--- config.mk ---
export PLATFORM = sky130hd
export DESIGN_NAME = program_sequencer
export DESIGN_NICKNAME = d
export VERILOG_FILES = /design/src/rtl/program_sequencer.sv
export SDC_FILE = /design/constraint.sdc
export NUM_CORES = 1
export LEC_CHECK = 0
export BUFFER_PORTS_ARGS = -buffer_cell sky130_fd_sc_hd__buf_2
export CAP_MARGIN = 20
export CORE_MARGIN = 4
export CORE_UTILIZATION = 30
export CTS_BUF_LIST = sky130_fd_sc_hd__clkbuf_4
export DETAILED_ROUTE_END_ITERATION = 16
export PLACE_DENSITY = 0.47
export RECOVER_POWER = 100
export SYNTH_ARGS = -nofsm -noshare
export SYNTH_HDL_FRONTEND = slang
export SYNTH_SLANG_ARGS = --single-unit
--- constraint.sdc ---
create_clock -name clk -period 6.8 [get_ports clk]
set_clock_uncertainty 0.15 [all_clocks]
set_input_delay 0.34 -clock clk [delete_from_list [all_inputs] [get_ports clk]]
set_output_delay 0.34 -clock clk [all_outputs]
set_load 0.05 [all_outputs]
--- src/rtl/program_sequencer.sv ---
// program_sequencer: steps a 3-bit instruction address and per-instruction write strobes for the datapath
//   clk, rst            : system clock, synchronous active-high reset
//   start, run_mode     : begin a run from address 0; 1 = free-run, 0 = single-step
//   step_btn, halt      : raw bouncy step button; abort run back to IDLE
//   instruction_A       : instruction memory address
//   RegWrite, MemWrite  : write strobes, high only in EXEC per the masks
//   busy, done, retired : FETCH/EXEC/WAIT, DONE, EXEC cycles since last start
module program_sequencer #(
    parameter int ADDR_W = 3,
    parameter int LAST_ADDR = 7,
    parameter logic [2**ADDR_W-1:0] REG_WRITE_MASK = 8'b0000_1111,
    parameter logic [2**ADDR_W-1:0] MEM_WRITE_MASK = 8'b0011_0000,
    parameter int DEBOUNCE_CYCLES = 4
) (
    input  logic              clk,
    input  logic              rst,
    input  logic              start,
    input  logic              run_mode,
    input  logic              step_btn,
    input  logic              halt,
    output logic [ADDR_W-1:0] instruction_A,
    output logic              RegWrite,
    output logic              MemWrite,
    output logic              busy,
    output logic              done,
    output logic [ADDR_W:0]   retired
);
    localparam int CW = $clog2(DEBOUNCE_CYCLES + 1);
    localparam logic [ADDR_W-1:0] LAST = ADDR_W'(LAST_ADDR);
    typedef enum logic [2:0] {IDLE, FETCH, EXEC, WAIT, DONE} state_t;
    state_t state, state_n;
    logic [ADDR_W-1:0] addr_n, addr_inc;
    logic [1:0] sync;
    logic [CW-1:0] cnt;
    logic level, settle, step_pulse, running;
    // settle marks the DEBOUNCE_CYCLES-th consecutive sample disagreeing with the debounced level
    assign settle = (sync[1] != level) && (cnt == CW'(DEBOUNCE_CYCLES - 1));
    assign addr_inc = (instruction_A < LAST) ? instruction_A + 1'b1 : instruction_A;
    assign running = (state == FETCH) || (state == EXEC) || (state == WAIT);
    always_ff @(posedge clk) begin
        if (rst) begin
            sync       <= '0;
            cnt        <= '0;
            level      <= 1'b0;
            step_pulse <= 1'b0;
        end else begin
            sync       <= {sync[0], step_btn};
            cnt        <= (sync[1] != level && !settle) ? cnt + 1'b1 : '0;
            level      <= settle ? sync[1] : level;
            step_pulse <= settle && sync[1];
        end
    end
    always_comb begin
        state_n = state;
        addr_n  = instruction_A;
        case (state)
            IDLE, DONE: if (start) begin
                state_n = FETCH;
                addr_n  = '0;
            end
            FETCH: state_n = EXEC;
            EXEC: if (instruction_A == LAST) state_n = DONE;
                  else if (run_mode) begin
                      state_n = FETCH;
                      addr_n  = addr_inc;
                  end else state_n = WAIT;
            WAIT: if (step_pulse || run_mode) begin
                state_n = FETCH;
                addr_n  = addr_inc;
            end
            default: state_n = IDLE;
        endcase
        // halt overrides any advance; an EXEC in progress still retires below
        if (halt && running) begin
            state_n = IDLE;
            addr_n  = '0;
        end
    end
    // outputs are registered from the next state so they stay Moore on the registered state
    always_ff @(posedge clk) begin
        if (rst) begin
            state         <= IDLE;
            instruction_A <= '0;
            RegWrite      <= 1'b0;
            MemWrite      <= 1'b0;
            busy          <= 1'b0;
            done          <= 1'b0;
            retired       <= '0;
        end else begin
            state         <= state_n;
            instruction_A <= addr_n;
            RegWrite      <= (state_n == EXEC) && REG_WRITE_MASK[addr_n];
            MemWrite      <= (state_n == EXEC) && MEM_WRITE_MASK[addr_n];
            busy          <= state_n inside {FETCH, EXEC, WAIT};
            done          <= state_n == DONE;
            if ((state == IDLE || state == DONE) && start) retired <= '0;
            else if (state == EXEC) retired <= retired + 1'b1;
        end
    end
endmodule

==> results.yml, run 1 <==
power_and_ir_drop:
  total_leakage_power_nw: 0.387
  max-vdd-ir-drop_v: 0.000139
  powerDensity_nw_per_um2: 200
route:
  drt-initial-drc-count: 50
  drt-total-wl_um: 1840
  vias: 753
  antenna_left: 0
  vias_per_cell: 4.68
  dr.pass1.iters: 4
  route.detailed.drc: 0
  wl_per_cell_um: 11.4
worst_setup_path:
  criticalPathCategory: "flop to flop"
  worstPathRequired_ps: 6880
  crit_top_cell: "ha_1"
  crit_chain: "ha_1, ha_1, nor2_1, a22oi_1, or3_1, or4_1, nor4_1"
  max_stage_delay_ps: 500
  path_delay_family: "simple AND/OR/NAND/NOR gates"
  ff2ff_setup_slack_ps: 4470
  r2r_end: "MemWrite"
  setup.worst_path.start_class: "flop"
  crit_buf_inv: 0
  crit_path_end_kind: "flop"
  critPathSlowestCell: "or4_1"
  worstReg2RegStart: "instruction_A[0]"
  crit_path_start: "instruction_A[0]"
  critPathMaxFanout: 6
  r2r_cells: 7
  crit_arrival_ps: 2410
logic_synthesis:
  synthTopCellsByArea: "dfxtp_1 (45%), ha_1 (6.6%), nor2_1 (5.6%)"
  syn_nets: 111
  synth_area_um2: 941
  yosysTopAreaCellShare: 0.447
  synthCells: 100
  ys_ff_latch: 21
  synth_largest_area_cell: "dfxtp_1"
  synth_cell_types: 35
  synth-async-reset-ratio: 0
  synth-edff-count: 0
  synth-seq-area-share: 0.447
  syn_avg_cell_area_um2: 9.41
  ys.flop_type: "dfxtp_1"
  yosysWarnings: 0
clock_tree:
  cts_tree: "done"
  htreeDepth: 1
  cts_made_buffers: 3
  ctsResizeCount: 0
  cts_num_sinks: 21
  clock_path_buffers: 2
  clk_pin_slew_worst_paths_ps: 120
  cts_setup_buffers: 0
  clk_latency_ps: 310
  postCtsHoldBufs: 0
  root_buffer: "clkbuf_4"
timing:
  finalWorstSetupSlack_ps: 4470
  slew_headroom: 0.605
  hold_slack_ps: 78.0
  finalMaxSlewViolations: 0
  fin_setup_tns_ps: 0
  max_freq_ghz: 0.429
  worstMarginPinSlew_ps: 596
  finalCritPeriodShare: 0.342
  hold_violations: 0
  rsz0062_at_grt: "false"
  period_needed_ps: 2330
  finalSetupViolCount: 0
floorplanning:
  dieHeight_um: 64.0
  initial_utilization: 0.311
  io_pins: 17
  coreArea_um2: 3030
  rows: 20
  die_w_um: 64.0
  dieArea_um2: 4100
global_route:
  grt_use_total: 0.0924
  grt_pass1_wl_um: 2990
  grt_antenna_before_repair: 0
  grt_pass1_vias: 656
  grt_max_degree: 15
  overflow: 0
run_status:
  outcome: "completed"
cells_and_area:
  layout.nets: 129
  syn_to_final_growth_pct: 11.4
  drive_gt1_frac: 0.103
  antenna_cells: 0
  most-common-layout-cells: "dfxtp_1 (21), nor2_1 (14), clkbuf_1 (12)"
  final_common_cell: "dfxtp_1"
  final_area_um2: 1050
hold_path:
  hold_path_startpoint: "step_btn"
  hold_path_end: "sync[0]"
  worstHoldPathCells: 2
  min_path_type: "input pin to flop"
placed_design:
  dp_hpwl_um: 1340
  port_buffers: 16
  placed_area_um2: 1060
  post-place-ws_ps: 4540
  gp_congestion: 0.805
flow_run:
  cap_violations: 0
==> worst register-to-register path, cell delays in order (launching register included) <==
cell     delay [ps]
dfxtp_1         380
ha_1            220
ha_1            220
nor2_1          100
a22oi_1          70
or3_1           410
or4_1           500
nor4_1          220
==> how the worst max path moves through the flow <==
stage	cells after the start	endpoint	slack [ps]
final	7	MemWrite	4470
after global routing	7	MemWrite	4290
after CTS	7	MemWrite	4490
after detailed placement	7	MemWrite	4540
after global placement	7	MemWrite	4540
after floorplan	7	MemWrite	4380
==> per-layer routing <==
metal / share of wire / global-route usage / up-vias
li1: - / - / 382
met3: 0.058 / 0.0422 / 2
met5: 0 / 0 / -
met2: 0.46 / 0.145 / 14
met4: 0.0082 / 0.0216 / 0
met1: 0.48 / 0.115 / 355
==> cell usage after synthesis, drive strengths merged (2+ instances only) <==
cell    count
nor3b       3
or2         2
a31oi       3
xor2        2
nor2b       4
nor2       14
nand2       7
ha          5
xnor2       2
inv         5
a21oi       4
or3         2
a211oi      2
dfxtp      21
o21ai       5
clkbuf      2
nand2b      2
==> power breakdown <==
part / internal, mW / switching [mW] / total, mW
Clock: 0.0224 / 0.0405 / 0.0629
Combinational: 0.00666 / 0.0119 / 0.0185
Sequential: 0.125 / 0.00297 / 0.128
Total: 0.154 / 0.0554 / 0.210
==> cell families (layout without fill, tap and decap cells) <==
kind of cell / count (synthesis) / in the layout / synth area share
AOI/OAI and AO/OA: 21 / 21 / 0.152
xor gates and xnor gates: 4 / 4 / 0.0372
adders and majority gates: 5 / 5 / 0.0665
buffers and inverters: 8 / 25 / 0.0399
DFF: 21 / 21 / 0.447
muxes: 1 / 1 / 0.0106
and+or+nand+nor: 40 / 40 / 0.247
==> cell type report <==
| cell class | count | area, µm² |
|---|---|---|
| fillers | 321 | 1980 |
| well taps | 44 | 55.1 |
| flip-flops and latches | 21 | 420 |
| multi-input cells | 71 | 459 |
| clock buffers | 3 | 22.5 |
| clock inverters | 1 | 7.51 |
| inverters | 5 | 18.8 |
| repair buffers | 16 | 65.1 |
==> flip-flops by register name, summed over array words and instances (netlist names) <==
register / count
cnt: 3
MemWrite: 1
RegWrite: 1
busy: 1
done: 1
sync: 2
level: 1
retired: 4
step_pulse: 1
state: 3
instruction_A: 3
==> per-stage QoR <==
| step | std cells | util | total power [mW] |
|---|---|---|---|
| 3_5_place_dp | 157 | 0.349 | 0.151 |
| 5_1_grt | 161 | 0.346 | 0.219 |
| 4_1_cts | 161 | 0.359 | 0.215 |
| 6_report | 161 | 0.346 | 0.210 |
| 3_3_place_gp | 157 | 0.349 | 0.151 |
| 2_1_floorplan | 100 | - | 0.146 |
Power figures use the tool's default switching activity.
==> run 2, diff against run 1 <==
- PLACE_DENSITY: 0.47 -> 0.49
- clock period: 6.8 -> 2.1 ns (I/O delays scaled with it)
==> run 2 against run 1 <==
Worst hold slack worse by 34 ps. Die area unchanged. Setup slack got worse by 4500 ps. Via count is 4.0% higher. Sequential cell count is the same. Final cell count grew 6.8%. Critical path type unchanged.
==> results.yml, run 2 (synthesized netlist as in run 1, its figures left out) <==
route:
  topRoutingLayerUsed: "met4"
  drt-total-wl_um: 1930
  vias: 783
  met1_length_um: 836
  dr.pass1.iters: 4
  wl_met2_um: 967
  drt-initial-drc-count: 19
  route.detailed.drc: 0
  antenna_left: 0
  vias_per_cell: 4.55
  wl_per_cell_um: 11.2
  dr_wl_met3_um: 76
cells_and_area:
  drive_gt1_frac: 0.219
  fin_cells: 172
  register_area_um2: 429
  regMostFlops: "retired"
  final_common_cell: "dfxtp_1"
  layout.nets: 140
  nFillCells: 322
  antenna_cells: 0
  largest_reg_flops: 4
  syn_to_final_growth_pct: 27.0
  multi_input_area_um2: 512
  most-common-layout-cells: "dfxtp_1 (18), clkbuf_1 (14), nor2_1 (13)"
clock_tree:
  cts_num_sinks: 21
  root_buffer: "clkbuf_4"
  htreeDepth: 1
  clock_path_buffers: 2
  cts_made_buffers: 3
  cts_setup_buffers: 0
  clk_latency_ps: 300
  clk_pin_slew_worst_paths_ps: 110
  cts_tree: "done"
timing:
  worstMarginPinSlew_ps: 601
  finalMaxSlewViolations: 0
  finalWorstSetupSlack_ps: 17.0
  hold_violations: 0
  hold_slack_ps: 43.9
  slew_headroom: 0.601
  finalSetupViolCount: 0
  rsz0062_at_grt: "true"
  finalCritPeriodShare: 0.992
  period_needed_ps: 2080
  max_freq_ghz: 0.480
floorplanning:
  io_pins: 17
  rows: 20
  die_w_um: 64.0
  initial_utilization: 0.311
  dieHeight_um: 64.0
  dieArea_um2: 4100
  coreArea_um2: 3030
global_route:
  grt_pass1_wl_um: 3420
  overflow: 0
  grt_use_total: 0.108
  grt_max_degree: 12
  grt_pass1_vias: 819
  grt_antenna_before_repair: 0
worst_setup_path:
  crit_end: "RegWrite"
  crit_arrival_ps: 2190
  r2r_cells: 7
  r2r_end: "RegWrite"
  critPathMaxFanout: 2
  crit_path_start: "instruction_A[1]"
  criticalPathCategory: "flop to flop"
  worstReg2RegStart: "instruction_A[1]"
  ff2ff_setup_slack_ps: 20
  crit_path_end_kind: "flop"
  worstPathRequired_ps: 2210
  setup.worst_path.start_class: "flop"
flow_run:
  cap_violations: 0
placed_design:
  dp_hpwl_um: 1500
  gp_congestion: 0.827
  post-place-ws_ps: 19.2
  placed_cells: 164
  port_buffers: 16
power_and_ir_drop:
  power_frac_seq: 0.587
  p_int_mw: 0.524
  powerDensity_nw_per_um2: 585
  combPwrFrac: 0.116
  switching_power_mw: 0.174
  max-vdd-ir-drop_v: 0.000381
  switching_share: 0.249
  p_clk_frac: 0.298
  total_leakage_power_nw: 0.438
hold_path:
  min_path_type: "input pin to flop"
run_status:
  outcome: "completed"
-- run 2: routing by layer --
metal  GRT usage  vias to the layer above
li1            -                      407
met1       0.118                      356
met2       0.182                       14
met4      0.0701                        0
met3      0.0281                        6
met5           0                        -
-- run 2: worst min-delay path by stage --
stage	start	end	slack, ps	depth (start not counted)
final	halt	state[0]	40	4
after global routing	halt	state[0]	40	4
after CTS	halt	state[0]	30	4
after detailed placement	step_btn	sync[0]	170	2
after global placement	step_btn	sync[0]	170	2
after floorplan	step_btn	sync[0]	80	1
-- run 2: per-stage QoR --
stage               utilization  area, µm²  TNS (ps)  power [mW]
global route              0.395       1190     -55.7       0.738
detailed placement        0.374       1130         0       0.496
CTS                       0.401       1210         0       0.711
global placement          0.374       1130         0       0.494
floorplan                     -        965     -16.1       0.471
finish                    0.395       1190         0       0.698
-- run 2: layout make-up --
cell class | instances | area share
inverter | 5 | 0.0157
tap | 44 | 0.0461
clock buffer | 4 | 0.0251
multi-input combinational | 71 | 0.428
timing repair buffer | 27 | 0.126
sequential | 21 | 0.359
-- run 2: critical path: stages, from the launching register on --
cell and delay, ps:
dfxtp_4 370, ha_4 160, ha_4 160, nor2_2 70
a22oi_1 70, or3_4 350, or4_4 490, o21ba_4 220
-- run 2: timing repair --
action	4_1_cts	5_1_grt
setup endpoints to repair	1	2
resized for setup	1	2
hold buffers	4	0
endpoints found under the hold margin	9	0
-- run 2: power groups by stage --
stage,Combinational [mW],Sequential (mW),Clock [mW]
after global placement,0.0756,0.418,0
after detailed placement,0.0770,0.419,0
final,0.0807,0.410,0.208
after CTS,0.0832,0.410,0.218
after global routing,0.0892,0.411,0.238
after floorplan,0.0426,0.428,0
